File: src/rtl/psum_accum.sv
// Partial-sum accumulator: sums len signed psums into a full-precision dot product,
// then presents it with a shifted, saturated 8-bit view. Optional ReLU via PSUM_RELU_EN.
module psum_accum #(
    parameter int unsigned bw_psum = 20,
    parameter int unsigned cnt_w   = 6,
    parameter int unsigned bw_acc  = 26,
    parameter int unsigned bw_out  = 8,
    parameter int unsigned sh_w    = 5
) (
    input  logic                      clk,
    input  logic                      reset,
    input  logic                      start,
    input  logic [cnt_w-1:0]          len,
    input  logic [sh_w-1:0]           shift,
    input  logic                      in_valid,
    output logic                      in_ready,
    input  logic signed [bw_psum-1:0] psum_in,
    output logic                      out_valid,
    input  logic                      out_ready,
    output logic signed [bw_acc-1:0]  acc_out,
    output logic signed [bw_out-1:0]  q_out,
    output logic                      busy,
    output logic                      err
);

    typedef enum logic [1:0] {IDLE, ACCUM, DONE} state_t;

    localparam logic signed [bw_acc-1:0] Q_MAX = bw_acc'((64'd1 << (bw_out - 1)) - 64'd1);
    localparam logic signed [bw_acc-1:0] Q_MIN = ~Q_MAX;

    state_t                     r_state;
    logic signed [bw_acc-1:0]   r_acc;
    logic [cnt_w-1:0]           r_count;
    logic [cnt_w-1:0]           r_len;
    logic [sh_w-1:0]            r_shift;
    logic                       r_in_ready;
    logic                       r_out_valid;
    logic                       r_busy;
    logic                       r_err;
    logic signed [bw_out-1:0]   r_q;

    logic signed [bw_acc-1:0]   w_psum_ext;
    logic signed [bw_acc-1:0]   w_acc_next;
    logic signed [bw_acc-1:0]   w_shifted;
    logic signed [bw_out-1:0]   w_q;
    logic                       w_beat;
    logic                       w_last;

    assign w_psum_ext = {{(bw_acc - bw_psum){psum_in[bw_psum-1]}}, psum_in};
    assign w_acc_next = r_acc + w_psum_ext;
    assign w_beat     = in_valid && r_in_ready;
    assign w_last     = (r_count == r_len - cnt_w'(1));

    // Quantize the sum that will be final on the beat entering DONE
    always_comb begin
        w_shifted = w_acc_next >>> r_shift;
        if (32'(r_shift) >= bw_acc) begin
            w_shifted = {bw_acc{w_acc_next[bw_acc-1]}};
        end
        w_q = w_shifted[bw_out-1:0];
`ifdef PSUM_RELU_EN
        if (w_shifted < 0) begin
            w_q = '0;
        end else if (w_shifted > Q_MAX) begin
            w_q = Q_MAX[bw_out-1:0];
        end
`else
        if (w_shifted > Q_MAX) begin
            w_q = Q_MAX[bw_out-1:0];
        end else if (w_shifted < Q_MIN) begin
            w_q = Q_MIN[bw_out-1:0];
        end
`endif
    end

    always_ff @(posedge clk) begin
        if (reset) begin
            r_state     <= IDLE;
            r_acc       <= '0;
            r_count     <= '0;
            r_len       <= '0;
            r_shift     <= '0;
            r_in_ready  <= 1'b0;
            r_out_valid <= 1'b0;
            r_busy      <= 1'b0;
            r_err       <= 1'b0;
            r_q         <= '0;
        end else begin
            r_err <= 1'b0;
            case (r_state)
                IDLE: begin
                    if (start) begin
                        if (len != '0) begin
                            r_len      <= len;
                            r_shift    <= shift;
                            r_acc      <= '0;
                            r_count    <= '0;
                            r_in_ready <= 1'b1;
                            r_busy     <= 1'b1;
                            r_state    <= ACCUM;
                        end else begin
                            r_err <= 1'b1;
                        end
                    end
                end
                ACCUM: begin
                    if (w_beat) begin
                        r_acc   <= w_acc_next;
                        r_count <= r_count + cnt_w'(1);
                        if (w_last) begin
                            r_q         <= w_q;
                            r_in_ready  <= 1'b0;
                            r_out_valid <= 1'b1;
                            r_state     <= DONE;
                        end
                    end
                end
                DONE: begin
                    // Start pulses are ignored here, even alongside the handshake
                    if (out_ready) begin
                        r_out_valid <= 1'b0;
                        r_busy      <= 1'b0;
                        r_state     <= IDLE;
                    end
                end
                default: begin
                    r_state <= IDLE;
                end
            endcase
        end
    end

    assign in_ready  = r_in_ready;
    assign out_valid = r_out_valid;
    assign acc_out   = r_acc;
    assign q_out     = r_q;
    assign busy      = r_busy;
    assign err       = r_err;

endmodule

File: config.mk
export PLATFORM = sky130hd
export DESIGN_NAME = psum_accum
export DESIGN_NICKNAME = d
export VERILOG_FILES = /design/src/rtl/psum_accum.sv
export SDC_FILE = /design/constraint.sdc
export NUM_CORES = 1
export LEC_CHECK = 0
export CAP_MARGIN = 20
export CORE_ASPECT_RATIO = 1.25
export CORE_UTILIZATION = 63
export CTS_CLUSTER_SIZE = 30
export DETAILED_ROUTE_END_ITERATION = 6
export HOLD_SLACK_MARGIN = 0.1
export PLACE_DENSITY = 0.9
export SLEW_MARGIN = 10
export SYNTH_ARGS = -nofsm -noshare
export SYNTH_HDL_FRONTEND = slang
export SYNTH_SLANG_ARGS = --single-unit
File: constraint.sdc
create_clock -name clk -period 12.4 [get_ports clk]
set_input_delay 3.72 -clock clk [delete_from_list [all_inputs] [get_ports clk]]
set_output_delay 3.72 -clock clk [all_outputs]
set_load 0.02 [all_outputs]
==> impl_metrics.json, run 1 <==
{
  "status": "finished, violations left",
  "failed_checks": "design-rule violations",
  "overflow": 0,
  "tns_ps": 0,
  "cp.required_ps": 12660,
  "first_global_vias": 7124,
  "worstHoldPathType": "flop to flop",
  "synth_edf_count": 0,
  "syn_nets": 922,
  "async_flop_share_pct": 0,
  "synth_xor_area_share_pct": 3.46,
  "netlist_instances": 858,
  "max_freq_mhz": 119,
  "rows": 40,
  "grt.total_usage_pct": 42.6,
  "wirelength_um": 22600,
  "yosysTopAreaCell": "dfxtp_1",
  "fin_worst_skew_ps": 8.26,
  "drive_gt1_share_pct": 8.44,
  "synthSimpleGateAreaFrac_pct": 25.9,
  "r2r_setup_slack_ps": 7400,
  "synthAdderAreaFrac_pct": 5.65,
  "ys_seq_area_share_pct": 18.0,
  "synth_seq_cells": 57,
  "cp-endpoint": "q_out[5]",
  "post_cts_buffers": 0,
  "max_cap_violations": 0,
  "netlist.area_leader.share_pct": 18.0,
  "timing.rr.start": "acc_out[0]",
  "period_share_pct": 68.0,
  "clk_pin_slew_ps": 60,
  "synth_compound_area_share_pct": 34.9,
  "h-tree-depth": 3,
  "fin_crit_ps": 8430,
  "r2r_cells": 15,
  "synth_area_um2": 6340,
  "synth_cell_types": 96,
  "nNetsFinal": 959,
  "synthMostInstantiatedCell": "nor2_1",
  "crit_path_start": "psum_in[0]",
  "crit_type": "primary input to flop",
  "grt_max_degree": 58,
  "synth_common_cells": "nor2_1 (110), nand2_1 (95), a21oi_1 (69)",
  "die_area_um2": 10500,
  "clock_path_buffers": 2,
  "tightestPinTransition_ps": 1070,
  "core_um2": 9710,
  "worstPathArrival_ps": 8690,
  "cp-start-kind": "primary input",
  "cts_made_buffers": 9,
  "routed_via_density": 7.36,
  "crit_fanout": 6,
  "detail_route.first_pass.iterations": 7,
  "critPathCaptureType": "flop",
  "yosys-top-cells-area": "dfxtp_1 (18%), nor2_1 (6.5%), nand2_1 (5.6%)",
  "slowest_stage": "a211oi_1",
  "hold_depth": 2,
  "setup_ws_ps": 3970,
  "max-vdd-ir-drop_mv": 0.106,
  "worst_path_largest_cell_delay_ps": 640,
  "cts_tree": "built",
  "hold_slack_ps": 503,
  "rsz0062_at_grt": "false",
  "antenna_cells": 0,
  "first_iter_violations": 1027,
  "area_growth_pct": 14.4,
  "die_h_um": 114,
  "synth_flop_cell": "dfxtp_1",
  "wl_per_cell_um": 22.0,
  "antenna_found_initial": 0,
  "totalPowerFinal_uw": 720,
  "synth_warnings": 0,
  "final-max-slew-violation-count": 0,
  "fp.dieW_um": 91.7,
  "setup_viol": 0,
  "cts_sinks": 57,
  "ctsResizeCount": 0,
  "cp_cell_sequence": "clkdlybuf4s50_1, ha_1, inv_1, fa_1, nand2b_1, a21oi_1, o211ai_1, a211oi_1, a221oi_1, a21o_1, or2_2, a32oi_1, a31oi_1, o41ai_4, a311oi_4, a211oi_1",
  "portBuffers": 73,
  "final_antenna_net_count": 0,
  "pwr_density_cell_nw_per_um2": 99.2,
  "vias": 7548,
  "hold_viol": 0,
  "grt_pass1_wl_um": 35500,
  "clk_latency_ps": 350,
  "syn_avg_cell_area_um2": 7.38,
  "r2r_end": "q_out[5]",
  "cts-hold-fix-buffers": 0,
  "dp_hpwl_um": 16100,
  "cp_common_cell": "a211oi_1",
  "synth_top_family_by_area": "compound AO/OA/AOI/OAI gates",
  "maxSlewHeadroom_pct": 28.7,
  "p_leak_nw": 2.73,
  "fin_util_pct": 74.7,
  "globalplace.congestion": 1.04,
  "synthMuxAreaShare_pct": 4.86,
  "io_pins": 74,
  "pre_cts_ws_ps": 3860,
  "clockRootBuffer": "clkbuf_16",
  "start_util_pct": 65.3,
  "drc": 20
}
==> flip-flops by register name, summed over array words and instances, names as in the netlist <==
signal and flops:
acc_out 26, q_out 8, r_count 6, r_len 6, r_shift 5, r_state 2
busy 1, err 1, in_ready 1, out_valid 1
==> cells in the final DEF, fill, tap and decap left out, types with 19 or more instances in the layout <==
cell,count
nor3_1,30
nand3_1,25
nor2_1,110
a22oi_1,33
o21ai_0,37
a21oi_1,69
clkdlybuf4s50_1,72
nand4_1,19
nand2_1,95
ha_1,27
dfxtp_1,57
a211oi_1,31
==> critical path, delay by kind of cell <==
family          cells  cell delay (ps)
compound gates     10             3300
fa+ha+maj           2              620
buf+inv             2              560
simple gates        2              510
==> how the worst min path moves through the flow <==
stage	slack, ps	to	from
after floorplan	450	r_len[5]	r_len[5]
final	500	q_out[7]	q_out[7]
after CTS	500	q_out[7]	q_out[7]
after global placement	460	r_len[5]	r_len[5]
after detailed placement	490	out_valid	out_valid
after global routing	520	r_len[5]	r_len[5]
==> area by class of cell <==
cell class                      count  area (µm²)
Clock buffer                        9         225
Clock inverter                      7         103
Fill cell                         730        2460
Inverter                           17        63.8
Multi-Input combinational cell    726        4740
Sequential cell                    57        1140
Tap cell                          126         158
Timing Repair Buffer               84         816
==> metal layers <==
| layer | share of wire [%] | global-route usage [%] |
|---|---|---|
| met3 | 11 | 8.50 |
| met4 | 5.5 | 24.8 |
| met5 | 0 | 0 |
| met2 | 46 | 69.7 |
| met1 | 38 | 52.2 |
==> power breakdown <==
part / switching, mW / internal [mW] / leakage, nW
clock network: 0.108 / 0.178 / 0.156
logic: 0.154 / 0.0862 / 2.11
registers: 0.00588 / 0.188 / 0.462
total: 0.268 / 0.452 / 2.73
==> logic make-up after synthesis <==
| kind of cell | Yosys count |
|---|---|
| AO/OA/AOI/OAI | 302 |
| flip-flops | 57 |
| XOR/XNOR | 25 |
| adder cells (fa/ha/maj) | 28 |
| buffers and inverters | 75 |
| multiplexers | 26 |
| AND/OR/NAND/NOR | 345 |
==> through the flow <==
step / area, µm² / instances
6_report: 7250 / 1026
4_1_cts: 7240 / 1025
5_1_grt: 7250 / 1026
3_3_place_gp: 6900 / 1008
3_5_place_dp: 6910 / 1009
2_1_floorplan: 6340 / 858
No activity file was read; power rests on OpenSTA's default activity.
==> run 2, diff against run 1 <==
- CORE_UTILIZATION: 63 -> 58
- PLACE_DENSITY: 0.9 -> 0.84
- clock period: 12.4 -> 8.18 ns (I/O delays scaled with it)
==> run 2 against run 1 <==
  * The flow now finishes without violations
  * Non-clock buffer count fell by 1
  * Via count fell by 0.11%
  * Sequential power rose by 51%
  * Register-to-register slack got worse by 4100 ps
  * First-iteration DRC count fell by 16%
  * Critical endpoint is now q_out[2]
  * Largest power group unchanged
==> impl_metrics.json, run 2 (same netlist as run 1, synthesis figures left out) <==
{
  "clk_pin_slew_ps": 60,
  "dp_hpwl_um": 16700,
  "h-tree-depth": 3,
  "detail_route.first_pass.iterations": 6,
  "cts_tree": "built",
  "grt.total_usage_pct": 40.5,
  "final_common_cell": "nor2_1",
  "grt_pass1_wl_um": 35800,
  "final_area_um2": 7200,
  "drc": 0,
  "hold_viol": 0,
  "crit_type": "primary input to flop",
  "fin_worst_skew_ps": 15.5,
  "io_pins": 74,
  "max-vdd-ir-drop_mv": 0.105,
  "pre_cts_ws_ps": 875,
  "worstHoldPathType": "flop to flop",
  "first_global_vias": 6945,
  "clockRootBuffer": "clkbuf_16",
  "post_cts_buffers": 0,
  "cts-hold-fix-buffers": 0,
  "first_iter_violations": 863,
  "overflow": 0,
  "worstPathArrival_ps": 7360,
  "vias": 7540,
  "portBuffers": 73,
  "fp.dieW_um": 95.5,
  "pwr_density_cell_nw_per_um2": 142,
  "antenna_found_initial": 0,
  "drive_gt1_share_pct": 8.34,
  "critPathCaptureType": "flop",
  "wl_per_cell_um": 22.0,
  "hold_slack_ps": 493,
  "tns_ps": 0,
  "wirelength_um": 22700,
  "setup_ws_ps": 1050,
  "cp-start-kind": "primary input",
  "nNetsFinal": 958,
  "maxSlewHeadroom_pct": 29.2,
  "placed_area_um2": 6920,
  "status": "completed",
  "crit_fanout": 6,
  "totalPowerFinal_mw": 1.02,
  "final-max-slew-violation-count": 0,
  "fillCellCount": 892,
  "core_um2": 10600,
  "cts_made_buffers": 9,
  "grt_max_degree": 58,
  "max_freq_mhz": 140,
  "clk_latency_ps": 340,
  "fin_crit_ps": 7130,
  "final_antenna_net_count": 0,
  "largest_reg_flops": 26,
  "cp.required_ps": 8420,
  "area_growth_pct": 13.6,
  "placed_cells": 1015,
  "final_cell_mix": "nor2_1 (110), nand2_1 (95), clkdlybuf4s50_1 (72), a21oi_1 (69), dfxtp_1 (57)",
  "fin_util_pct": 67.8,
  "clock_path_buffers": 2,
  "antenna_cells": 0,
  "die_h_um": 119,
  "p_leak_nw": 2.70,
  "start_util_pct": 59.7,
  "rsz0062_at_grt": "false",
  "rows": 42,
  "setup_viol": 0,
  "ctsResizeCount": 0,
  "period_share_pct": 87.1,
  "max_cap_violations": 0,
  "fin_cells": 1031,
  "cts_sinks": 57,
  "tightestPinTransition_ps": 1060,
  "globalplace.congestion": 1.02,
  "die_area_um2": 11300,
  "routed_via_density": 7.31
}
## run 2: cell count changes in the layout (fill, tap and decap cells not counted), sizes merged
cell,previous run,this run
clkinvlp,1,2
clkbuf,9,10
buf,12,11
bufinv,2,0
## run 2: cell type report
type | count | area [µm²] | area share [%]
multi-input cells | 726 | 4740 | 65.9
flip-flops and latches | 57 | 1140 | 15.9
repair buffers | 83 | 801 | 11.1
clock buffers | 10 | 239 | 3.32
well taps | 132 | 165 | 2.29
inverters | 17 | 63.8 | 0.887
clock inverters | 6 | 42.5 | 0.591
## run 2: path summary, 6_finish.rpt
kind / start / cells past startpoint / slack [ps] / endpoint
worst max-delay path: psum_in[0] / 16 / 1050 / q_out[2]
worst min-delay path: out_valid / 2 / 490 / out_valid
worst max register to register: acc_out[0] / 15 / 3270 / q_out[2]
worst min register to register: out_valid / 2 / 490 / out_valid
## run 2: where the power goes
group          switching, mW  internal [mW]  leakage [nW]
Sequential           0.00810          0.285         0.462
Clock                  0.152          0.214         0.135
Combinational          0.233          0.130          2.10
Total                  0.393          0.629          2.70
## run 2: metal layers
metal	global-route usage [%]	part of all wire, %	vias to the layer above
met5	0	0	-
met2	62.3	46	570
li1	-	-	3339
met1	52.9	39	3502
met3	8.30	11	129
met4	20.5	5.1	0
## run 2: worst max-delay path: stages
cell and delay (ps):
clkdlybuf4s50_1 470, ha_1 220, inv_1 70, fa_1 390, nand2b_1 210, a21oi_1 400, o211ai_1 170, a211oi_1 610
a221oi_1 400, a21o_1 350, or2_2 300, a32oi_1 280, a31oi_1 190, o41ai_4 410, a311oi_4 200, a211oi_1 230
